`src/rtl/rr_sel_arbiter.sv`:
```
// -----------------------------------------------------------------------------
// rr_sel_arbiter
//   Four-requester round-robin arbiter that produces the registered select
//   for a downstream 4:1 data mux. One owner holds the grant at a time and
//   keeps it until it releases it. It releases by pulsing done, by dropping
//   its request, or by reaching the per-owner hold limit.
//
//   Optional build macro: RR_SEL_ASSERT_EN
//     When defined, immediate assertions check the output invariants
//     (gnt one-hot or zero, gnt_valid == |gnt, gnt == 1<<sel while valid).
//     A clocked assertion checks the hold counter bound.
//     When undefined, no checks are compiled and behaviour is identical.
//
// Parameters
//   NUM_REQ   number of requesters (must be 4, matches the mux)
//   SEL_W     select width, $clog2(NUM_REQ)
//   HOLD_MAX  maximum consecutive grant cycles per owner, 0 = unlimited
//
// Ports
//   clk        in   sole clock, rising edge
//   rst_n      in   asynchronous active-low reset
//   req        in   [NUM_REQ-1:0] request vector, req[i] = source i wants the mux
//   done       in   current owner releases its grant this cycle
//   gnt        out  [NUM_REQ-1:0] registered one-hot grant, zero when idle
//   sel        out  [SEL_W-1:0] registered mux select, current or last owner
//   gnt_valid  out  high while a grant is active
//
// Handshake: the arbiter samples req/done on every rising edge. All outputs
// are registered, so a request seen at edge N is reflected after edge N.
// There is no combinational path from req or done to any output.
// -----------------------------------------------------------------------------
module rr_sel_arbiter #(
  parameter int NUM_REQ  = 4,
  parameter int SEL_W    = $clog2(NUM_REQ),
  parameter int HOLD_MAX = 8
) (
  input  logic               clk,
  input  logic               rst_n,
  input  logic [NUM_REQ-1:0] req,
  input  logic               done,
  output logic [NUM_REQ-1:0] gnt,
  output logic [SEL_W-1:0]   sel,
  output logic               gnt_valid
);

  generate
    if (NUM_REQ != 4) begin : g_bad_num_req
      $fatal(1, "rr_sel_arbiter: NUM_REQ must be 4");
    end
  endgenerate

  // Hold counter width, at least one bit even when HOLD_MAX is 0.
  localparam int HC_W = ($clog2(HOLD_MAX + 1) < 1) ? 1 : $clog2(HOLD_MAX + 1);
  localparam logic [HC_W-1:0] HOLD_LAST = HC_W'((HOLD_MAX == 0) ? 0 : HOLD_MAX - 1);

  typedef enum logic {
    IDLE  = 1'b0,
    GRANT = 1'b1
  } state_t;

  state_t             state, state_n;
  logic [SEL_W-1:0]   last, last_n;
  logic [HC_W-1:0]    hold_cnt, hold_cnt_n;
  logic [NUM_REQ-1:0] gnt_n;
  logic [SEL_W-1:0]   sel_n;
  logic               gnt_valid_n;

  logic               win_found;
  logic [SEL_W-1:0]   win_idx;
  logic [SEL_W-1:0]   cand;
  logic               hold_hit;
  logic               release_owner;

  // Winner search: scan from last+1 upward with natural SEL_W-bit wrap, so
  // the previous owner is checked last and has the lowest priority.
  always_comb begin
    win_found = 1'b0;
    win_idx   = '0;
    cand      = '0;
    for (int k = 1; k <= NUM_REQ; k++) begin
      cand = last + SEL_W'(k);
      if (!win_found && req[cand]) begin
        win_found = 1'b1;
        win_idx   = cand;
      end
    end
  end

  assign hold_hit      = (HOLD_MAX != 0) && (hold_cnt == HOLD_LAST);
  assign release_owner = done || !req[sel] || hold_hit;

  always_comb begin
    state_n     = state;
    last_n      = last;
    hold_cnt_n  = hold_cnt;
    gnt_n       = gnt;
    sel_n       = sel;
    gnt_valid_n = gnt_valid;
    unique case (state)
      IDLE: begin
        // done has no meaning without an owner and is ignored here.
        if (win_found) begin
          state_n     = GRANT;
          gnt_n       = {{(NUM_REQ-1){1'b0}}, 1'b1} << win_idx;
          sel_n       = win_idx;
          last_n      = win_idx;
          gnt_valid_n = 1'b1;
          hold_cnt_n  = '0;
        end
      end
      GRANT: begin
        if (release_owner) begin
          // Re-arbitrate on the same edge so a hand-off costs no bubble.
          // A sole remaining requester (even the old owner) wins again.
          if (win_found) begin
            gnt_n      = {{(NUM_REQ-1){1'b0}}, 1'b1} << win_idx;
            sel_n      = win_idx;
            last_n     = win_idx;
            hold_cnt_n = '0;
          end else begin
            // sel keeps pointing at the last owner while idle.
            state_n     = IDLE;
            gnt_n       = '0;
            gnt_valid_n = 1'b0;
            hold_cnt_n  = '0;
          end
        end else begin
          hold_cnt_n = (HOLD_MAX == 0) ? '0 : hold_cnt + HC_W'(1);
        end
      end
      default: begin
        state_n = IDLE;
      end
    endcase
  end

  always_ff @(posedge clk or negedge rst_n) begin
    if (!rst_n) begin
      state     <= IDLE;
      last      <= SEL_W'(NUM_REQ - 1);  // index 0 gets first priority
      hold_cnt  <= '0;
      gnt       <= '0;
      sel       <= '0;
      gnt_valid <= 1'b0;
    end else begin
      state     <= state_n;
      last      <= last_n;
      hold_cnt  <= hold_cnt_n;
      gnt       <= gnt_n;
      sel       <= sel_n;
      gnt_valid <= gnt_valid_n;
    end
  end

`ifdef RR_SEL_ASSERT_EN
  always_comb begin
    a_gnt_onehot0: assert ($onehot0(gnt))
      else $error("rr_sel_arbiter: gnt not onehot0 at %0t", $time);
    a_valid_matches_gnt: assert (gnt_valid == (|gnt))
      else $error("rr_sel_arbiter: gnt_valid != |gnt at %0t", $time);
    a_gnt_matches_sel: assert (!gnt_valid || (gnt == ({{(NUM_REQ-1){1'b0}}, 1'b1} << sel)))
      else $error("rr_sel_arbiter: gnt != 1<<sel at %0t", $time);
  end

  always_ff @(posedge clk) begin
    if (rst_n && (HOLD_MAX != 0)) begin
      a_hold_cnt_bound: assert (int'(hold_cnt) < HOLD_MAX)
        else $error("rr_sel_arbiter: hold_cnt out of range at %0t", $time);
    end
  end
`endif

endmodule

```
`config.mk`:
```
export PLATFORM = sky130hd
export DESIGN_NAME = rr_sel_arbiter
export DESIGN_NICKNAME = d
export VERILOG_FILES = /design/src/rtl/rr_sel_arbiter.sv
export SDC_FILE = /design/constraint.sdc
export NUM_CORES = 1
export LEC_CHECK = 0
export CAP_MARGIN = 10
export CORE_MARGIN = 2
export CORE_UTILIZATION = 44
export CTS_CLUSTER_SIZE = 28
export DETAILED_ROUTE_END_ITERATION = 6
export PLACE_DENSITY = 0.72
export SYNTH_ARGS = -nofsm -noshare
export SYNTH_HDL_FRONTEND = slang
export SYNTH_SLANG_ARGS = --single-unit
```
`constraint.sdc`:
```
create_clock -name clk -period 1.6 [get_ports clk]
set_clock_uncertainty 0.1 [all_clocks]
set_input_delay 0.32 -clock clk [delete_from_list [all_inputs] [get_ports clk]]
set_output_delay 0.32 -clock clk [all_outputs]
set_load 0.02 [all_outputs]
```
==> results <==
==> area by class of cell <==
cell class,count,area share [%]
clock buffers,4,3.292
repair buffers,34,25.88
inverters,6,2.043
well taps,16,1.816
flip-flops and latches,14,32.12
multi-input cells,48,34.85
==> worst max path at each step <==
| stage | from | end | slack [ps] |
|---|---|---|---|
| finish | sel[0]$_DFFE_PN0P_ | gnt[0]$_DFFE_PN0P_ | -140 |
| global route | sel[0]$_DFFE_PN0P_ | hold_cnt[2]$_DFFE_PN0P_ | -190 |
| CTS | sel[0]$_DFFE_PN0P_ | gnt[0]$_DFFE_PN0P_ | -130 |
| detailed placement | req[3] | gnt[2]$_DFFE_PN0P_ | -520 |
| global placement | req[3] | gnt[0]$_DFFE_PN0P_ | -510 |
| floorplan | sel[0]$_DFFE_PN0P_ | gnt[0]$_DFFE_PN0P_ | -210 |
==> critical path, delay by kind of cell, from the launching register on <==
| family | cells | cell delay [ps] |
|---|---|---|
| mux | 1 | 560 |
| compound gates | 2 | 360 |
| simple gates | 1 | 280 |
| flops | 1 | 380 |
==> report_power, final <==
part | total, mW | switching (mW) | internal (mW)
Clock | 0.255 | 0.117 | 0.138
Sequential | 0.579 | 0.0864 | 0.493
Combinational | 0.833 | 0.410 | 0.424
==> registers in the layout, indices dropped and copies added (netlist names) <==
signal / count
gnt: 4
hold_cnt: 4
state: 1
gnt_valid: 1
last: 2
sel: 2
==> routing by layer <==
layer | wire, microns | vias to the layer above | GRT usage (%)
met5 | 0 | - | 0
met4 | 0 | 0 | 3.636
met3 | 40 | 0 | 1.200
met2 | 1001 | 7 | 37.97
met1 | 729 | 320 | 24.87
li1 | - | 324 | -
==> kinds of logic (layout without fill, tap and decap cells) <==
family / count (synthesis) / in the layout / synth area share (%)
AOI/OAI and AO/OA: 18 / 18 / 19.86
DFF: 14 / 14 / 48.29
buffers and inverters: 6 / 44 / 3.082
and+or+nand+nor: 25 / 25 / 19.35
muxes: 3 / 3 / 5.993
adders and majority gates: 2 / 2 / 3.424
==> placed cells by master, fill, tap and decap left out <==
cell type,synthesis,routed
nand2_4,0,1
buf_4,0,18
nand3_2,0,1
nand2_1,6,5
nand2b_1,2,2
a22o_2,2,2
nor2_1,6,6
clkbuf_4,0,3
mux2_2,1,1
o21ai_0,4,1
nor3b_4,1,1
a21oi_1,2,2
o22ai_1,1,1
clkbuf_8,0,1
dfrtp_2,0,1
a21bo_2,1,1
mux2i_1,1,1
nand3b_1,2,2
nand3_1,2,1
nor2b_1,1,1
a32o_1,2,2
o21ai_2,0,3
ha_1,2,1
ha_2,0,1
nand4_1,1,1
dfrtp_1,12,11
or4b_1,1,1
mux4_2,1,1
nor3_1,1,1
clkdlybuf4s50_1,0,2
dfstp_2,2,2
o311ai_1,0,1
inv_1,6,6
dlygate4sd2_1,0,11
buf_6,0,3
or2_4,0,1
a31oi_1,1,1
a31oi_4,1,1
or3_1,1,1
a21o_1,3,3
==> what timing repair did <==
action,CTS,global route
resized for setup,17,8
endpoints found under the hold margin,0,0
cloned,0,0
setup endpoints to repair,19,12
pin swaps,7,2
buffers inserted,0,1
==> run summary <==
Status -> finished, violations left
Failing checks -> negative setup slack
Placed insts -> 117
Crit Path Category -> flop to flop
Cells after synthesis -> 68
Root buf cell -> clkbuf_4
# IOs -> 14
Power, Total -> 1.667 mW
Crit path cell chain -> mux4_2 -> a31oi_4 -> nor3b_4 -> a22o_2
RSZ-0062 raised after global routing -> yes
Yosys Warn Count -> 0
Main synth FF type -> dfrtp_1
Syn Nets -> 77
Area of the multi-input gates -> 384.1 sq um
Unique masters post-synth -> 29
Dpl cell area -> 1032 sq um
Final worst setup slack -> -144.4 ps
Reg-to-Reg Start -> sel[0]$_DFFE_PN0P_
Grt ovf -> 0
Filler cells -> 118
TritonCTS buffer count -> 3
Most common cell in the netlist -> dfrtp_1
Worst Tran Pin Value -> 350.1 ps
Tot GR Track Use -> 19.98%
Synth area leaders -> dfrtp_1 41%, dfstp_2 7.2%, ha_1 3.4%, a21o_1 3.1%, inv_1 3.1%
Storage cell area -> 354.1 sq um
Reg-to-Reg End -> gnt[0]$_DFFE_PN0P_
Clock tree buffer depth -> 2
CTS Hold Bufs -> 0
Relative slew slack -> 76.66%
CTS tree -> yes
Post-synthesis sequential area ratio -> 48.29%
Worst reg-to-reg setup slack -> -140 ps
Initial Util -> 47.95%
Die W -> 44.75 microns
Vias per inst -> 5.336
Max stage delay cell, worst path -> mux4_2
Final ANT Viol Nets -> 0
R2R cell count -> 4
Mean Syn Cell Area -> 10.75 sq um
Slowest stage delay, CP -> 560 ps
Top cells by instance count after synthesis -> 12 x dfrtp_1, 6 x inv_1, 6 x nand2_1, 6 x nor2_1, 4 x o21ai_0
First-pass GRT wire length -> 2925 microns
Pre-CTS WS -> -524.9 ps
Routed vias -> 651
N_diodes -> 0
Core footprint -> 1524 sq um
Wire per inst -> 14.52 microns
Port buffer count -> 13
Startpoint type of the worst setup path -> flop
Final Cycle Share -> 109.0%
Largest net degree at the start of global routing -> 15
P&R area growth vs syn -> 50.86%
Die Y-Extent -> 44.75 microns
Final setup fails -> 9
Clk pin slew, worst setup/hold paths -> 90 ps
Min Tclk post-route -> 1744 ps
Non-Filler Instances -> 122
Die footprint -> 2003 sq um
Post-DP HPWL -> 1305 microns
Vias in the first global route -> 674
Post-synthesis register bit count -> 14
VDD IR max -> 1.025 mV
Largest area contributor in the netlist -> dfrtp_1
Pleak -> 0.5584 nW
Final WL -> 1771 microns
Nets -> 116
Skew-Pair Late Insertion Delay -> 280 ps
Final hold vios -> 0
Top cell type's share of synthesized area -> 41.10%
Final Instance Area -> 1102 sq um
Max-cap violations -> 0
Max-slew violations -> 0
Power Density -> 1512 nW/um^2
Fin Hold WS -> 281.6 ps
Number of synthesized flops with an enable pin -> 0
Initial antenna violation count -> 0
First-pass DRT Iterations -> 4
Max frequency -> 0.5733 GHz
Residual DRC count -> 0
Final design utilization -> 72.33%
Critical path arrival -> 1860 ps
Worst min-delay path class -> primary input to asynchronous set/reset pin
Synth Cell Area -> 730.7 sq um
Critical path capture point type -> flop
CP Max Fanout -> 4
H-tree Lvls -> 1
Rows -> 14
Worst path required time -> 1720 ps
Share of synthesized registers carrying an async set or reset -> 100.0%
Share of layout cells above drive strength 1 -> 39.62%
Initial DRC Count -> 13
Final TNS setup -> -610.5 ps
CTS sink count -> 14
Placer's final routability congestion estimate -> 0.8536
Power figures use the tool's default switching activity.
